<file path="src/rtl/id_ex_hazard_buffer.sv">
// ID/EX pipeline register with load-use stall detection, bubble insertion on
// stall or flush, and saturating stall/flush event counters.

package core_pkg;
  localparam logic [6:0] OPCODE_LOAD   = 7'b0000011;
  localparam logic [6:0] OPCODE_OPIMM  = 7'b0010011;
  localparam logic [6:0] OPCODE_AUIPC  = 7'b0010111;
  localparam logic [6:0] OPCODE_STORE  = 7'b0100011;
  localparam logic [6:0] OPCODE_OP     = 7'b0110011;
  localparam logic [6:0] OPCODE_LUI    = 7'b0110111;
  localparam logic [6:0] OPCODE_BRANCH = 7'b1100011;
  localparam logic [6:0] OPCODE_JALR   = 7'b1100111;
  localparam logic [6:0] OPCODE_JAL    = 7'b1101111;

  typedef enum logic [1:0] {
    NO_WRITEBACK        = 2'd0,
    ALU_RESULT_WRITEBACK = 2'd1,
    MEMORY_WRITEBACK    = 2'd2,
    PC_PLUS_4_WRITEBACK = 2'd3
  } write_back_mux_selector;
endpackage

module id_ex_hazard_buffer
  import core_pkg::*;
#(
  parameter int XLEN  = 32,
  parameter int CNT_W = 16
) (
  input  logic                   clk,
  input  logic                   reset,
  input  logic                   id_valid_ip,
  input  logic [6:0]             id_opcode_ip,
  input  logic [4:0]             id_rs1_ip,
  input  logic [4:0]             id_rs2_ip,
  input  logic [4:0]             id_rd_ip,
  input  write_back_mux_selector id_wb_mux_ip,
  input  logic [XLEN-1:0]        id_rs1_data_ip,
  input  logic [XLEN-1:0]        id_rs2_data_ip,
  input  logic [XLEN-1:0]        id_imm_ip,
  input  logic [XLEN-1:0]        id_pc_ip,
  input  logic                   flush_ip,
  output logic                   ex_valid_op,
  output logic [6:0]             ex_opcode_op,
  output logic [4:0]             ex_rs1_op,
  output logic [4:0]             ex_rs2_op,
  output logic [4:0]             ex_rd_op,
  output write_back_mux_selector ex_wb_mux_op,
  output logic [XLEN-1:0]        ex_rs1_data_op,
  output logic [XLEN-1:0]        ex_rs2_data_op,
  output logic [XLEN-1:0]        ex_imm_op,
  output logic [XLEN-1:0]        ex_pc_op,
  output logic                   stall_op,
  output logic [CNT_W-1:0]       stall_count_op,
  output logic [CNT_W-1:0]       flush_count_op
);

  localparam logic [CNT_W-1:0] CNT_MAX = '1;

  logic uses_rs1;
  logic uses_rs2;
  logic load_use;
  logic take_id;

  always_comb begin
    uses_rs1 = 1'b0;
    uses_rs2 = 1'b0;
    case (id_opcode_ip)
      OPCODE_OP, OPCODE_STORE, OPCODE_BRANCH: begin
        uses_rs1 = 1'b1;
        uses_rs2 = 1'b1;
      end
      OPCODE_OPIMM, OPCODE_LOAD, OPCODE_JALR: uses_rs1 = 1'b1;
      default: ;
    endcase
  end

  // Decoded from registered EX state only, so there is no combinational path
  // from EX back into itself; a bubble in EX always clears the hazard.
  assign load_use = ex_valid_op && (ex_opcode_op == OPCODE_LOAD) && (ex_rd_op != 5'd0) &&
                    id_valid_ip &&
                    ((uses_rs1 && (id_rs1_ip == ex_rd_op)) ||
                     (uses_rs2 && (id_rs2_ip == ex_rd_op)));

  assign stall_op = load_use && !flush_ip;

  assign take_id = !reset && !flush_ip && !stall_op && id_valid_ip;

  always_ff @(posedge clk) begin
    if (take_id) begin
      ex_valid_op    <= 1'b1;
      ex_opcode_op   <= id_opcode_ip;
      ex_rs1_op      <= id_rs1_ip;
      ex_rs2_op      <= id_rs2_ip;
      ex_rd_op       <= id_rd_ip;
      ex_wb_mux_op   <= id_wb_mux_ip;
      ex_rs1_data_op <= id_rs1_data_ip;
      ex_rs2_data_op <= id_rs2_data_ip;
      ex_imm_op      <= id_imm_ip;
      ex_pc_op       <= id_pc_ip;
    end else begin
      ex_valid_op    <= 1'b0;
      ex_opcode_op   <= 7'd0;
      ex_rs1_op      <= 5'd0;
      ex_rs2_op      <= 5'd0;
      ex_rd_op       <= 5'd0;
      ex_wb_mux_op   <= NO_WRITEBACK;
      ex_rs1_data_op <= '0;
      ex_rs2_data_op <= '0;
      ex_imm_op      <= '0;
      ex_pc_op       <= '0;
    end
  end

  always_ff @(posedge clk) begin
    if (reset) begin
      stall_count_op <= '0;
      flush_count_op <= '0;
    end else begin
      if (stall_op && (stall_count_op != CNT_MAX)) stall_count_op <= stall_count_op + CNT_W'(1);
      if (flush_ip && (flush_count_op != CNT_MAX)) flush_count_op <= flush_count_op + CNT_W'(1);
    end
  end

endmodule

</file>
<file path="config.mk">
export PLATFORM = sky130hd
export DESIGN_NAME = id_ex_hazard_buffer
export DESIGN_NICKNAME = d
export VERILOG_FILES = /design/src/rtl/id_ex_hazard_buffer.sv
export SDC_FILE = /design/constraint.sdc
export NUM_CORES = 1
export LEC_CHECK = 0
export BUFFER_PORTS_ARGS = -buffer_cell sky130_fd_sc_hd__buf_2
export CAP_MARGIN = 0
export CELL_PAD_IN_SITES_DETAIL_PLACEMENT = 0
export CELL_PAD_IN_SITES_GLOBAL_PLACEMENT = 1
export CORE_MARGIN = 3
export CORE_UTILIZATION = 36
export CTS_BUF_LIST = sky130_fd_sc_hd__clkbuf_8
export CTS_CLUSTER_SIZE = 24
export DETAILED_ROUTE_END_ITERATION = 10
export PLACE_DENSITY_LB_ADDON = 0.12
export SYNTH_ARGS = -nofsm -noshare
export SYNTH_HDL_FRONTEND = slang
export SYNTH_SLANG_ARGS = --single-unit
</file>
<file path="constraint.sdc">
create_clock -name clk -period 4.36 [get_ports clk]
set_input_delay 0.872 -clock clk [delete_from_list [all_inputs] [get_ports clk]]
set_output_delay 0.872 -clock clk [all_outputs]
set_load 0.01 [all_outputs]
</file>
Word-level counts from Yosys, hierarchy flattened
Index checks and enable logic that the tools add are counted.
{"block": "classes", "add_sub_neg": 2, "mul": 0, "div": 0, "order_cmp": 0, "n_eq_ne": 11, "shift": 0, "n_mux": 3, "bitwise_logic": 0, "reduce_logical": 19}
{"operator": "adder 16 x 1 -> 16 bit (second input constant)", "n": 2}
{"operator": "inequality test 16 bit (second input constant)", "n": 2}
{"operator": "equality test 7 x 2 -> 1 bit (second input constant)", "n": 2}
{"operator": "equality test 7 x 6 -> 1 bit (second input constant)", "n": 2}
{"operator": "equality test 7 bit (second input constant)", "n": 2}
{"operator": "logical AND 1 bit", "n": 12}
{"operator": "equality test 5 bit", "n": 2}
{"operator": "equality test 7 x 5 -> 1 bit (second input constant)", "n": 1}
{"operator": "OR reduction 6 bit", "n": 1}
{"operator": "nonzero test 5 bit", "n": 1}
{"operator": "zero test 1 bit", "n": 3}
{"operator": "two-way mux 1 bit", "n": 3}
{"operator": "OR reduction 3 bit", "n": 1}
{"operator": "logical OR 1 bit", "n": 1}
{"block": "word_totals", "ff_bits": 185, "latchBits": 0, "ram_bits": 0, "rom_bits": 0, "output_inout_bits": 186, "wordCells": 47, "memories": 0}

Longest topological paths before layout
Gate-level depths: netlist of run 1.
{"block": "logic_depth", "word_depth": 11, "ltp_mapped": 7, "depth_no_buf": 6}

Worst setup path after synthesis of run 1
Ideal clock, no wire load.
{"block": "synth_timing", "path_type": "in2out", "from": "input port id_opcode_ip[1]", "to": "output port stall_op", "arrival_ps": 1887, "required_ps": 3488, "path_slack_ps": 1601, "stages": 6, "path_buffers": 2, "cell_sequence": "and4bb_1 > nand4b_1 > a211o_1 > buf_4 > buf_6 > nor2_1"}
{"block": "synth_between", "elab_chain_len": 7}
{"item": "start, declared", "line": "32", "text": "input logic [6:0] id_opcode_ip,"}
{"item": "equality test 7 x 6 -> 1 bit, or another cell as far along", "line": "67", "text": "case (id_opcode_ip)"}
{"item": "OR reduction 6 bit (no line) / OR reduction 3 bit (equally long branches)"}
{"item": "two-way mux 1 bit", "line": "67"}
{"item": "logical AND 1 bit (on tied branches)", "line": "81, 82"}
{"item": "logical OR 1 bit (*)", "line": "81", "text": "((uses_rs1 && (id_rs1_ip == ex_rd_op)) ||"}
{"item": "logical AND 1 bit (*)", "line": "80", "text": "id_valid_ip &&"}
{"item": "logical AND 1 bit (*)", "line": "84", "text": "assign stall_op = load_use && !flush_ip;"}
{"item": "end, declared", "line": "52", "text": "output logic stall_op,"}
Mark *: on every way between the ends. The rest lies on a longest branch, timed or not.

Final worst setup path of run 1
Same ends and word-level chain as after synthesis.

==> results of run 1 <==
[routing by layer]
| metal | vias to the layer above | global-route usage | share of wire |
|---|---|---|---|
| met5 | - | 0 | 0.00071 |
| met4 | 2 | 0.0761 | 0.021 |
| met3 | 28 | 0.0881 | 0.093 |
| met2 | 191 | 0.318 | 0.50 |
| met1 | 2246 | 0.213 | 0.38 |
| li1 | 2467 | - | - |
[how the worst max path moves through the flow]
stage | from | to | cells after the start | slack (ps)
6_report | id_opcode_ip[1] | stall_op | 6 | 1240
3_5_place_dp | id_opcode_ip[1] | stall_op | 6 | 1220
3_3_place_gp | id_opcode_ip[1] | stall_op | 6 | 1190
2_1_floorplan | id_opcode_ip[1] | stall_op | 6 | 1600
4_1_cts | id_opcode_ip[1] | stall_op | 6 | 1210
5_1_grt | id_opcode_ip[1] | stall_op | 6 | 1140
[layout make-up]
| class | instances | area share |
|---|---|---|
| sequential | 185 | 0.442 |
| tap | 216 | 0.0323 |
| timing repair buffer | 343 | 0.207 |
| clock inverter | 13 | 0.0170 |
| multi-input combinational | 333 | 0.268 |
| inverter | 3 | 0.00134 |
| antenna | 4 | 0.00119 |
| clock buffer | 19 | 0.0312 |
[cells in the mapped netlist (all sizes together)]
master and n:
nand2 10, a211o 1, and4bb 1, nand3 13, clkbuf 12, nor3 7, o31ai 2, nand4b 1
mux2 13, nand4 8, xnor2 4, a21oi 3, and4 5, and2 152, o21bai 1, a31o 1
xor2 20, a41o 1, nor4b 2, inv 3, or4 2, buf 15, ha 2, o21ai 5
mux2i 1, o311a 1, nor3b 1, nor2 36, and3 4, o2111ai 3, nor2b 13, a22oi 1
or2 1, nor4 14, o211ai 2, dfxtp 185, a311oi 1, o2111a 1
[placed cells by master (no fill, tap or decap), types with 3 or more instances in the layout]
cell type / n
buf_2: 341
dfxtp_1: 185
and2_1: 152
nor2_1: 36
xor2_1: 20
clkbuf_8: 19
nor2b_1: 13
nand3_1: 13
nand2_1: 10
nor4_1: 8
nand4_1: 8
mux2_2: 8
nor3_1: 5
inv_1: 5
nor4_4: 5
mux2_1: 5
and4_1: 5
o21ai_0: 5
diode_2: 4
and3_1: 4
xnor2_1: 4
clkinv_4: 4
inv_6: 4
a21oi_1: 3
o2111ai_1: 3
[tightest hold or removal path, stage by stage, from the launching register on]
cell	delay (ps)
dfxtp_1	360
o31ai_1	80
a21oi_1	60
[report_power, final]
part / switching, mW / total, mW / internal (mW)
Sequential: 0.0142 / 1.74 / 1.73
Clock: 0.605 / 1.15 / 0.547
Combinational: 0.0956 / 0.199 / 0.103
[logic make-up after synthesis]
family                   Yosys count  synth area share
multiplexers                      14            0.0256
buffers and inverters             30            0.0264
adder cells (fa/ha/maj)            2           0.00410
AO/OA/AOI/OAI                     23            0.0279
flip-flops                       185             0.607
AND/OR/NAND/NOR                  270             0.275
XOR/XNOR                          24            0.0344
[flip-flops by register name, summed over array words and instances, names as in the netlist, 2 cells and up]
| name | flops |
|---|---|
| ex_imm_op | 32 |
| ex_opcode_op | 7 |
| ex_pc_op | 32 |
| ex_rd_op | 5 |
| ex_rs1_data_op | 32 |
| ex_rs1_op | 5 |
| ex_rs2_data_op | 32 |
| ex_rs2_op | 5 |
| ex_wb_mux_op | 2 |
| flush_count_op | 16 |
| stall_count_op | 16 |
[per-stage QoR]
step | cells | hold WS, ps | cell area (sq um) | power, mW | util
6_report | 1116 | 543 | 8380 | 3.09 | 0.516
5_1_grt | 1116 | 571 | 8380 | 3.23 | 0.516
4_1_cts | 1112 | 545 | 8370 | 3.13 | 0.515
3_5_place_dp | 1080 | 531 | 7960 | 1.98 | 0.491
3_3_place_gp | 1080 | 516 | 7960 | 1.98 | 0.491
2_1_floorplan | 548 | 533 | 6100 | 1.86 | -
==> key figures, run 1 <==
Run status
  – Outcome: finished, final reports clean

Min path
  – Worst Hold Depth: 2
  – Hold endpoint: stall_count_op[12]
  – Min-delay src: stall_count_op[12]
  – Min-Delay Path Class: flip-flop to flip-flop

Worst setup path
  – Arrival @ worst endpoint: around 2300 ps
  – Crit. End Element: output pin
  – Reg2reg start: ex_rd_op[0]
  – CP startpoint kind: input port
  – Crit path max-delay cell type: a211o_1
  – CP top delay family: compound AO/OA/AOI/OAI gates
  – Worst Path Class, Setup: input port to output pin
  – Critical path's most frequent cell: buf_2
  – Critical Path Max Stage Delay: 620 ps
  – Worst reg2reg path endpoint: ex_imm_op[25]
  – Crit-path max FO: 20
  – Reg2Reg Setup Slack: between 1500 and 2000 ps
  – CP Cell Sequence: buf_2 -> and4bb_1 -> nand4b_1 -> a211o_1 -> nor2_1 -> buf_2
  – CP Buf/Inv Count: 2
  – FF-to-FF path depth: 5
  – Worst Path Required: approximately 3500 ps

Detailed routing
  – DR iter-0 viols: 264
  – Via density: approximately 4.4
  – DR DRC count: 0
  – Final ANT Viol Nets: 0
  – WL final: approximately 18000 um
  – First-pass detailed-route iteration total: 4
  – Routed len/inst: ~16 um
  – Via count: 4934

Logic synthesis
  – Cell count after synthesis: about 550
  – Sequential share of the synthesized area: 0.607
  – Yosys top cell area share: 0.607
  – Dominant cells by area after synthesis: dfxtp_1, and2_1, xor2_1
  – Yosys reg bits: around 190
  – Post-synth cell types: 47
  – Post-Synthesis Net Count: around 710
  – Mapped Avg Cell Area: 11.1 sq um
  – Synth warn: 0
  – Mapped cell area: between 6000 and 7000 sq um
  – Largest area contributor in the netlist: dfxtp_1

STA
  – Setup-failing EPs final: 0
  – Highest clock rate: between 300 and 400 MHz
  – Final worst path period need: between 3000 and 4000 ps
  – Worst Tran Pin Value: around 1100 ps
  – Post-route setup slack: between 1000 and 1500 ps
  – Max Slew Vio Count: 0
  – Final Hold Vio Count: 0
  – Worst Skew: between 15 and 20 ps
  – Setup TNS: 0 ps
  – Worst rel slew slack: 0.243
  – RSZ-0062 raised after global routing: no
  – Crit share post-route: 0.716

Floorplanning
  – I/O Pins: 342
  – Row count: 46
  – Die Area: approximately 19000 sq um
  – Die X: roughly 140 um
  – Die Span Y: 136 um
  – Starting Density: 0.376
  – Core area: ~16000 sq um

Global route
  – Initial antenna violation count: 5
  – Vias in the first global route: slightly below 5000
  – Overflow after GRT: 0
  – GRT Total Usage: 0.191
  – First-pass GRT wire length: approximately 27000 um
  – Largest net degree at the start of global routing: about 150

Flow run
  – MaxCap Viol Count: 0

Final layout
  – Multi-input gate area: approximately 2200 sq um
  – Filler cell count: roughly 1600
  – # nets final: approximately 1000
  – Area Overhead vs Synth: 37.2%
  – Ratio of cells with drive above 1 in the final layout: 0.439
  – Sequential cell area: 3700 sq um

Power
  – Peak supply drop: approximately 0.00034 V
  – Power density over the cells: about 370 nW/um^2
  – Leakage power: around 4.2 nW

Placed design
  – Port bufs: 341
  – DP Worst Slack: approximately 1200 ps
  – Global placement routability congestion: 0.825
  – DP Wirelength: 14400 um

CTS
  – CTS H-tree lvls: 4
  – CTS tree: yes
  – Post-CTS Setup Inserts: 0
  – Clock tree sinks: approximately 190
  – Clock buffer depth: 2
  – CTS clk-pin slew, worst paths: about 90 ps
  – TritonCTS Buffers: 17
  – Clk_lat worst skew: 450 ps
  – CTS Hold Buffers Added: 0
  – Post-cts resize count: 0
  – Root buf cell: clkbuf_8
Note: power is estimated with default switching activity, not from simulation.
==> run 2, diff against run 1 <==
--- a/config.mk
+++ b/config.mk
@@ -10,7 +10,7 @@
 export CELL_PAD_IN_SITES_DETAIL_PLACEMENT = 0
 export CELL_PAD_IN_SITES_GLOBAL_PLACEMENT = 1
 export CORE_MARGIN = 3
-export CORE_UTILIZATION = 36
+export CORE_UTILIZATION = 33
 export CTS_BUF_LIST = sky130_fd_sc_hd__clkbuf_8
 export CTS_CLUSTER_SIZE = 24
 export DETAILED_ROUTE_END_ITERATION = 10
==> constraint.sdc (replaced) <==
create_clock -name clk -period 2.9 [get_ports clk]
set_input_delay 0.58 -clock clk [delete_from_list [all_inputs] [get_ports clk]]
set_output_delay 0.58 -clock clk [all_outputs]
set_load 0.01 [all_outputs]
==> key figures, run 2 (synthesis gave the netlist of run 1 again) <==
Worst setup path
  – CP startpoint kind: flip-flop
  – Worst reg2reg path endpoint: stall_count_op[3]
  – Crit. End Element: output pin
  – FF-to-FF path depth: 6
  – Arrival @ worst endpoint: a little over 2000 ps
  – Setup crit end: stall_op
  – Crit-path max FO: 9
  – Worst setup startpoint: ex_rd_op[3]
  – Reg2Reg Setup Slack: between 500 and 600 ps
  – Worst Path Required: around 2300 ps
  – Worst Path Class, Setup: flip-flop to output pin
  – Reg2reg start: ex_rd_op[3]

Power
  – Clock power frac: 0.390
  – Switching part of the total: 0.235
  – Combinational share of power: 0.063
  – Int Pwr: between 3 and 4 mW
  – Reg power frac: 0.548
  – Leakage power: around 4.3 nW
  – Psw: between 1 and 1.5 mW
  – Peak supply drop: 0.000513 V
  – Power density over the cells: ~560 nW/um^2

CTS
  – CTS clk-pin slew, worst paths: 100 ps
  – Root buf cell: clkbuf_8
  – CTS tree: yes
  – Clock tree sinks: roughly 190
  – CTS H-tree lvls: 4
  – TritonCTS Buffers: 17
  – Clk_lat worst skew: 440 ps
  – Clock buffer depth: 2
  – Post-cts resize count: 0

Final layout
  – # nets final: 1050
  – Most frequent cells in the layout: buf_2, dfxtp_1, and2_1
  – Area Overhead vs Synth: 39.1%
  – Most common cell after layout, fill and taps aside: buf_2
  – Ratio of cells with drive above 1 in the final layout: 0.445

STA
  – Final hold slack: roughly 330 ps
  – Worst rel slew slack: 0.597
  – Max Slew Vio Count: 0
  – Highest clock rate: ~380 MHz
  – Final worst path period need: between 2000 and 3000 ps
  – Final Hold Vio Count: 0
  – Worst Skew: between 15 and 20 ps
  – Crit share post-route: 0.911
  – Worst Tran Pin Value: 604 ps
  – Setup TNS: 0 ps
  – RSZ-0062 raised after global routing: no
  – Setup-failing EPs final: 0

Placed design
  – Port bufs: ~340
  – Global placement routability congestion: approximately 0.76
  – DP Wirelength: 14500 um

Floorplanning
  – Core area: about 18000 sq um
  – Starting Density: 0.337
  – Die X: around 140 um
  – Die Area: 20200 sq um
  – I/O Pins: ~340
  – Row count: a little under 50
  – Die Span Y: 142 um

Run status
  – Outcome: finished, final reports clean

Global route
  – Vias in the first global route: roughly 5000
  – Initial antenna violation count: 7
  – Overflow after GRT: 0
  – GRT Total Usage: 0.174
  – Largest net degree at the start of global routing: about 130
  – First-pass GRT wire length: 26900 um

Detailed routing
  – WL final: 18400 um
  – First-pass detailed-route iteration total: 4
  – Routed len/inst: between 15 and 20 um
  – Final ANT Viol Nets: 0
  – DR iter-0 viols: 150
  – Via density: ~4.4
  – Via count: roughly 5000
  – DR DRC count: 0

Flow run
  – MaxCap Viol Count: 0

Min path
  – Min-Delay Path Class: input port to flip-flop
  – Worst Hold Depth: 2
-- run 2: cell type report --
class	instances	area, sq um
multi-input cells	333	2240
flip-flops and latches	185	3700
repair buffers	352	1800
inverters	3	11.3
diodes	2	5.00
clock buffers	18	248
clock inverters	14	191
well taps	229	287
fillers	1723	9600
-- run 2: worst min path at each step --
stage / start / end / slack, ps
global route: id_imm_ip[19] / ex_imm_op[19] / 280
floorplan: stall_count_op[13] / stall_count_op[13] / 530
CTS: id_rs2_data_ip[28] / ex_rs2_data_op[28] / 290
detailed placement: flush_count_op[15] / flush_count_op[15] / 520
global placement: stall_count_op[13] / stall_count_op[13] / 510
finish: id_pc_ip[23] / ex_pc_op[23] / 330
-- run 2: what timing repair did --
| action | 4_1_cts | 5_1_grt |
|---|---|---|
| setup buffers | 0 | 4 |
| endpoints found under the setup margin | 0 | 1 |
| hold buffers | 0 | 0 |
-- run 2: metrics by stage --
step	instances	setup WS, ps	cell area [sq um]	util	power, mW
global placement	1098	200	8020	0.443	2.98
global route	1135	111	8490	0.469	4.99
detailed placement	1098	207	8020	0.443	2.98
CTS	1130	29.7	8460	0.468	4.85
finish	1136	257	8490	0.469	4.78
floorplan	548	725	6100	-	2.80
-- run 2: worst max-delay path, stage by stage (launching register included) --
cell and delay, ps:
dfxtp_1 480, xor2_1 100, nor4_1 430, a22oi_2 280, nor2_1 180, buf_2 160
-- run 2: power groups by stage --
stage / Sequential, mW / Clock (mW) / Combinational, mW
after global routing: 2.63 / 2.03 / 0.331
after floorplan: 2.71 / 0 / 0.0867
final: 2.62 / 1.86 / 0.300
after global placement: 2.68 / 0 / 0.300
after detailed placement: 2.68 / 0 / 0.304
after CTS: 2.62 / 1.92 / 0.304
-- run 2: metal layers --
layer / part of all wire / wire length [um] / global-route usage
met5: 0.0022 / 41 / 0
met3: 0.086 / 1570 / 0.0786
met1: 0.39 / 7090 / 0.193
met4: 0.018 / 327 / 0.0510
met2: 0.51 / 9360 / 0.300
